File: src/rtl/vga_sync_timer.sv
// VGA raster timing generator: pixel-rate enable, sync pulses, display flag and
// pixel coordinates, all flop-driven from a single board_clk domain.
module vga_sync_timer #(
  parameter int PIX_DIV  = 4,
  parameter int H_ACTIVE = 640,
  parameter int H_FP     = 16,
  parameter int H_SYNC   = 96,
  parameter int H_BP     = 48,
  parameter int V_ACTIVE = 480,
  parameter int V_FP     = 10,
  parameter int V_SYNC   = 2,
  parameter int V_BP     = 33,
  parameter bit SYNC_POL = 1'b0
) (
  input  logic       board_clk,
  input  logic       reset,
  output logic       pix_en,
  output logic       vga_h_sync,
  output logic       vga_v_sync,
  output logic       inDisplayArea,
  output logic [9:0] CounterX,
  output logic [9:0] CounterY,
  output logic       frame_tick
);

  localparam int H_TOTAL = H_ACTIVE + H_FP + H_SYNC + H_BP;
  localparam int V_TOTAL = V_ACTIVE + V_FP + V_SYNC + V_BP;
  localparam int DIV_W   = (PIX_DIV > 1) ? $clog2(PIX_DIV) : 1;

  localparam logic [DIV_W-1:0] DIV_LAST = DIV_W'(PIX_DIV - 1);
  localparam logic [9:0] H_LAST   = 10'(H_TOTAL - 1);
  localparam logic [9:0] V_LAST   = 10'(V_TOTAL - 1);
  localparam logic [9:0] H_VIS    = 10'(H_ACTIVE);
  localparam logic [9:0] V_VIS    = 10'(V_ACTIVE);
  localparam logic [9:0] HS_START = 10'(H_ACTIVE + H_FP);
  localparam logic [9:0] HS_END   = 10'(H_ACTIVE + H_FP + H_SYNC);
  localparam logic [9:0] VS_START = 10'(V_ACTIVE + V_FP);
  localparam logic [9:0] VS_END   = 10'(V_ACTIVE + V_FP + V_SYNC);

  function automatic logic in_range(input logic [9:0] v, input logic [9:0] lo,
                                    input logic [9:0] hi);
    return (v >= lo) && (v < hi);
  endfunction

  function automatic logic sync_level(input logic active);
    return active ? SYNC_POL : ~SYNC_POL;
  endfunction

  logic [DIV_W-1:0] div_q;
  logic [DIV_W-1:0] div_nxt;
  logic             pix_nxt;
  logic [9:0]       x_nxt;
  logic [9:0]       y_nxt;

  // Flags are derived from the values the counters are about to take, so the
  // registered flags line up with the registered coordinates.
  always_comb begin
    div_nxt = (div_q == DIV_LAST) ? '0 : div_q + DIV_W'(1);
    pix_nxt = (div_nxt == DIV_LAST);
    x_nxt   = CounterX;
    y_nxt   = CounterY;
    if (pix_en) begin
      if (CounterX == H_LAST) begin
        x_nxt = '0;
        y_nxt = (CounterY == V_LAST) ? '0 : CounterY + 10'd1;
      end else begin
        x_nxt = CounterX + 10'd1;
      end
    end
  end

  always_ff @(posedge board_clk or posedge reset) begin
    if (reset) begin
      div_q         <= '0;
      pix_en        <= 1'b0;
      frame_tick    <= 1'b0;
      CounterX      <= '0;
      CounterY      <= '0;
      vga_h_sync    <= ~SYNC_POL;
      vga_v_sync    <= ~SYNC_POL;
      inDisplayArea <= 1'b0;
    end else begin
      div_q      <= div_nxt;
      pix_en     <= pix_nxt;
      // High alongside the pix_en pulse that carries the raster from the last
      // pixel of the frame back to (0,0).
      frame_tick <= pix_nxt && (x_nxt == H_LAST) && (y_nxt == V_LAST);
      if (pix_en) begin
        CounterX      <= x_nxt;
        CounterY      <= y_nxt;
        vga_h_sync    <= sync_level(in_range(x_nxt, HS_START, HS_END));
        vga_v_sync    <= sync_level(in_range(y_nxt, VS_START, VS_END));
        inDisplayArea <= (x_nxt < H_VIS) && (y_nxt < V_VIS);
      end
    end
  end

endmodule

File: config.mk
export PLATFORM = sky130hd
export DESIGN_NAME = vga_sync_timer
export DESIGN_NICKNAME = d
export VERILOG_FILES = /design/src/rtl/vga_sync_timer.sv
export SDC_FILE = /design/constraint.sdc
export NUM_CORES = 1
export LEC_CHECK = 0
export ABC_AREA = 1
export BUFFER_PORTS_ARGS = -buffer_cell sky130_fd_sc_hd__buf_2
export CORE_ASPECT_RATIO = 1.75
export CORE_MARGIN = 1
export CORE_UTILIZATION = 49
export DETAILED_ROUTE_END_ITERATION = 10
export GPL_ROUTABILITY_DRIVEN = 0
export PLACE_DENSITY = 0.71
export SYNTH_ARGS = -nofsm -noshare
export SYNTH_HDL_FRONTEND = slang
export SYNTH_SLANG_ARGS = --single-unit
File: constraint.sdc
create_clock -name board_clk -period 4.71 [get_ports board_clk]
set_input_delay 0.2355 -clock board_clk [delete_from_list [all_inputs] [get_ports board_clk]]
set_output_delay 0.2355 -clock board_clk [all_outputs]
set_load 0.02 [all_outputs]
==> metrics, run 1 <==
Worst Tran Pin Value=~1.0 ns; clk root buf=clkbuf_8; Final period util=between 40% and 50%; H-tree depth=1; layout cells sized above 1=a little under a fifth; largest net degree at the start of global routing=28; via count=between 1,500 and 2,000; Max Clk Rate=between 0.4 and 0.5 GHz; Post-CTS Hold Fix Bufs=0; Tot Pwr=0.3749 mW; CTS tree=built; Synth Register Bits=27; initial core utilization=approximately half; Synth Cell Area=approximately 1700 µm²; post-route DRC violation count=0; Clk pin slew, worst setup/hold paths=~0.10 ns; area of the multi-input gates=818.3 µm²; gr ovfl total=0; critical path type=reg2reg; crit-path max cell delay=0.81 ns; vias in the first global route=~1,500; Ant. Diodes=0; CTS sink count=27; commonest non-fill, non-tap cells in the layout=nand2_1, inv_1, buf_2, dfrtp_1, nor2_1; Leak=about 1 nW; clock skew=about 0.0086 ns; fin crit period=between 2 and 2.5 ns; antenna viol nets, final=0; Final setup viols=0; placed insts=around 300; Die ar.=3648 µm²; slowest CP cell=dfrtp_1; post-detail-place hpwl=a little over 3000 µm; Die Y=slightly below 80 µm; Max Slew Vio Count=0; Final Non-Filler Cells=around 300; Synth Net Count=241; Setup TNS Final=0 ns; Synth warnings=0; Rel. slew slack=around 32%; Setup crit end kind=flip-flop; final hold viol count=0; CP Data Arrival Time=around 2.4 ns; CTS Buf Count=3; Post-Route WL=roughly 3900 µm; Mean Syn Cell Area=a little over 7 µm²; RSZ-0062 raised after global routing=false; Initial DRT Pass Iterations=4; NumNets Final=between 200 and 300; critical-path cell list=nand2_1, nor2_1, nand4_1, o21bai_1, nand2_1, nor3_1, nand3_1, nor2_1; buffer count from post-CTS setup fixing=0; Area Overhead vs Synth=12.99%; most common cell after layout, fill and taps aside=nand2_1; clk_lat worst skew=0.28 ns; Sequential Area=678.2 µm²; row count=27; Yosys cell types=25; Core Region=around 3200 µm²; clk buf depth=2; DR vias/cell=between 4 and 5; first-pass GRT wire length=about 6500 µm; startpoint types=flip-flop; Post-Synthesis Cells=234; max_cap viols=0; status=complete, no violations; antenna violations before repair=0; Avg WL per Cell=~13 µm; peak supply drop=a little over 0.2 mV; number of fillers in the final layout=between 300 and 400; Global Route Usage Sum=around 24%; pwr/cell area=roughly 200 nW/µm²; crit path max fanout=22; Critical Path RT=~4.9 ns; # port buffers=26; HP Class=in2async; IO Pins=27; post-cts resize count=0; DR iter-0 viols=29; sequential area share after synthesis=between 40% and 50%; Die W=46.09 µm
[per-layer routing]
metal	vias up	share of wire (%)	GRT usage, %
met4	0	4.1	12.35
met3	13	3.0	2.273
li1	794	-	-
met2	35	51	40.99
met1	677	42	28.97
met5	-	0	0
[cells by family after synthesis]
| group | share of synthesized area (%) |
|---|---|
| buf+inv | 10.21 |
| flops | 40.69 |
| simple gates | 38.96 |
| fa+ha+maj | 3.754 |
| compound gates | 5.330 |
| xor+xnor | 1.051 |
[synth_stat cells]
library cell	count	area, µm²
nor3_1	6	30.03
nand4_1	9	56.30
dfstp_2	2	52.55
dfrtp_1	25	625.6
a21oi_1	5	25.02
nand3b_1	1	7.510
o21bai_1	1	7.510
xnor2_1	1	8.760
nor2_4	3	33.78
o21ai_0	9	45.04
nand2_2	4	25.02
nand2_1	65	244.0
inv_1	38	142.6
nand3_1	22	110.1
nor2_2	4	25.02
nand2_4	1	11.26
inv_2	3	11.26
buf_2	1	5.000
nor2_1	24	90.09
xor2_1	1	8.760
or2_2	1	6.260
o21bai_2	1	11.26
ha_1	5	62.56
buf_6	1	11.26
nor3_2	1	10.01
[area by class of cell]
class                   instances  share of cell area, %
clock inverters                 1                 0.3987
flip-flops and latches         27                  36.01
repair buffers                 26                  6.910
well taps                      43                  2.857
clock buffers                   3                  2.193
inverters                      41                  8.173
multi-input cells             164                  43.46
[through the flow]
step	hold slack, ns	instance area (µm²)	util, %	setup WS (ns)
finish	0.1821	1883	58.67	2.525
global route	0.2909	1883	58.67	2.319
CTS	0.2267	1883	58.67	2.535
detailed placement	0.4574	1834	57.15	2.559
global placement	0.4422	1834	57.15	2.628
floorplan	0.2867	1667	-	2.925
[power breakdown]
group          leakage, nW  internal, mW  switching (mW)
sequential           0.351         0.232               0
combinational        0.653      0.000330         0.00440
clock               0.0217        0.0603          0.0782
total                 1.03         0.292          0.0826
[flip-flops by register name, summed over array words and instances (netlist names)]
signal	count
frame_tick	1
CounterY	10
CounterX	10
inDisplayArea	1
vga_v_sync	1
div_q	2
vga_h_sync	1
pix_en	1
[critical path: cells and delay by family (launching register included)]
kind	cells	cell delay [ns]
simple gates	7	1.16
flops	1	0.81
compound gates	1	0.16
[final timing paths]
path | slack [ns] | cells after the start | startpoint | endpoint
max in group asynchronous | 3.92 | 2 | reset | CounterX[7]
hold / removal | 0.18 | 2 | reset | CounterX[6]
min in group board_clk | 0.46 | 1 | div_q[0] | div_q[0]
hold reg to reg | 0.46 | 1 | div_q[0] | div_q[0]
setup / recovery | 2.52 | 8 | pix_en | frame_tick
setup reg to reg | 2.52 | 8 | pix_en | frame_tick
Power figures use the tool's default switching activity.
==> run 2: changes to the inputs <==
- ABC_AREA: 1 -> 0
- PLACE_DENSITY: 0.71 -> 0.7
- clock period: 4.71 -> 2.1 ns (I/O delays scaled with it)
==> run 2 against run 1 <==
Effect of this change:
- die area rose by 5.4%
- final area rose by 14%
- global-route usage rose by 3.8 points
- clock power rose by 110%
- combinational power rose to 3.0 times the previous value
- register-to-register slack got worse by 2.4 ns
- critical endpoint unchanged
==> metrics, run 2 <==
Leak=about 0.99 nW; clk buf depth=2; H-tree depth=1; startpoint types=flip-flop; Post-Synthesis Cells=around 200; first-pass GRT wire length=7686 µm; post-detail-place hpwl=~3700 µm; Clk pin slew, worst setup/hold paths=about 0.09 ns; most common cell after layout, fill and taps aside=buf_2; Critical Path RT=2.26 ns; r2r setup slk=0.11 ns; # port buffers=26; DR iter-0 viols=68; IO Pins=27; largest net degree at the start of global routing=15; CTS Buf Count=3; initial core utilization=51.77%; DR vias/cell=6.227; layout cells sized above 1=between 20 and 30%; Synth warnings=0; Setup TNS Final=0 ns; Mean Syn Cell Area=about 9.0 µm²; biggest regs=CounterX: 10 flops, CounterY: 10 flops, div_q: 2 flops; Die Y=roughly 81 µm; antenna viol nets, final=0; fin crit period=between 1.5 and 2 ns; Avg WL per Cell=about 17 µm; pwr/cell area=about 390 nW/µm²; placed insts=between 200 and 300; Core Util, Final=between 60% and 70%; met1 wire length=between 1500 and 2000 µm; post-route DRC violation count=0; Initial DRT Pass Iterations=4; largest area contributor in the netlist=dfrtp_1; most frequent cells after synthesis=dfrtp_1, nand2_1, inv_1, nand3_1; Ant. Diodes=0; Synth Cell Area=1759 µm²; row count=28; NumNets Final=245; Max Clk Rate=~0.5 GHz; peak supply drop=~0.34 mV; crit path max fanout=5; asr flop ratio synth=between 90% and 100%; HP Class=in2async; Max Slew Vio Count=0; gr ovfl total=0; final hold viol count=0; Die ar.=3843 µm²; Worst Tran Pin Value=between 0.5 and 0.6 ns; commonest non-fill, non-tap cells in the layout=buf_2, dfrtp_1, buf_4, nand2_1, inv_1; clock skew=~0.0058 ns; Global Route Usage Sum=28.06%; CTS tree=built; Final Non-Filler Cells=between 200 and 300; final worst-path setup slack=0.1079 ns; Yosys cell types=52; max_cap viols=0; status=complete, no violations; EDFF count, synth=0; Synth area leaders=dfrtp_1, nand2_1, ha_1; sequential area share after synthesis=between 30 and 40%; Synth Register Bits=27; Setup crit end kind=flip-flop; most frequent cell after synthesis=dfrtp_1; vias in the first global route=~1,600; Core Region=around 3400 µm²; Area Overhead vs Synth=21.84%; via count=1,756; Post-Route WL=4890 µm; CTS sink count=27; Place WS=-0.05066 ns; predominant post-synthesis flop cell=dfrtp_1; Tot Pwr=about 0.83 mW; area share of the largest cell type after synthesis=a little over a third; CP Data Arrival Time=roughly 2.2 ns; fin area=roughly 2100 µm²; Synth Net Count=roughly 200; routed length on met3=roughly 200 µm; clk_lat worst skew=0.27 ns; clk root buf=clkbuf_8; Rel. slew slack=around 60%; max layer used=met4; WL met2=around 2700 µm; placed cell area=just over 2000 µm²; critical path type=reg2reg; antenna violations before repair=0; Die W=around 47 µm; Final period util=a little over nine tenths; Fin Hold WS=approximately 0.39 ns; Final setup viols=0
[run 2: changes by cell type in the layout (fill, tap and decap cells not counted), moves of 4 or more]
cell,previous run,this run
nand3_1,22,10
inv_1,38,13
nand2_2,4,0
buf_4,0,20
xnor2_1,1,6
nor2_2,4,0
o211ai_1,0,4
nand2b_1,0,6
nand4_1,9,5
nor2_1,24,9
nand2_1,65,19
nor4_1,0,6
[run 2: where the power goes]
group          internal (mW)  switching, mW  total, mW
logic                0.00316         0.0108     0.0140
clock network          0.136          0.159      0.295
registers              0.520              0      0.520
[run 2: final timing paths]
| kind | startpoint | endpoint | cells past startpoint |
|---|---|---|---|
| setup / recovery | CounterX[5] | frame_tick | 5 |
| hold / removal | reset | div_q[0] | 3 |
| setup reg to reg | CounterX[5] | frame_tick | 5 |
| hold reg to reg | div_q[0] | div_q[0] | 1 |
| max in group asynchronous | reset | vga_v_sync | 4 |
| min in group board_clk | div_q[0] | div_q[0] | 1 |
[run 2: layer usage]
metal,track usage (%),vias up
li1,-,804
met1,30.64,852
met2,50.68,76
met3,2.667,24
met4,13.14,0
met5,0,-
[run 2: final cells by class]
type	count	area [µm²]
flip-flops and latches	27	680.7
fillers	304	1255
inverters	14	52.55
clock buffers	4	45.04
well taps	45	56.30
multi-input cells	145	1018
repair buffers	47	290.3
[run 2: timing repair]
action,4_1_cts,5_1_grt
endpoints found under the hold margin,13,0
setup buffers,0,1
resized for setup,1,10
hold buffers,1,0
pin swaps,1,2
endpoints found under the setup margin,1,2
[run 2: worst max-delay path, stage by stage, from the launching register on]
cell and delay (ns):
dfrtp_1 0.45, or3_4 0.43, nor3_4 0.23, nand4_2 0.14, a211o_1 0.27, a2111oi_2 0.35
[run 2: logic make-up (layout without fill, tap and decap cells)]
| kind of cell | count (synthesis) | in the layout | share of synthesized area, % |
|---|---|---|---|
| AND/OR/NAND/NOR | 86 | 86 | 28.52 |
| flip-flops | 27 | 27 | 38.55 |
| buffers and inverters | 24 | 65 | 6.188 |
| adder cells (fa/ha/maj) | 5 | 5 | 3.556 |
| AO/OA/AOI/OAI | 46 | 46 | 19.20 |
| XOR/XNOR | 8 | 8 | 3.983 |
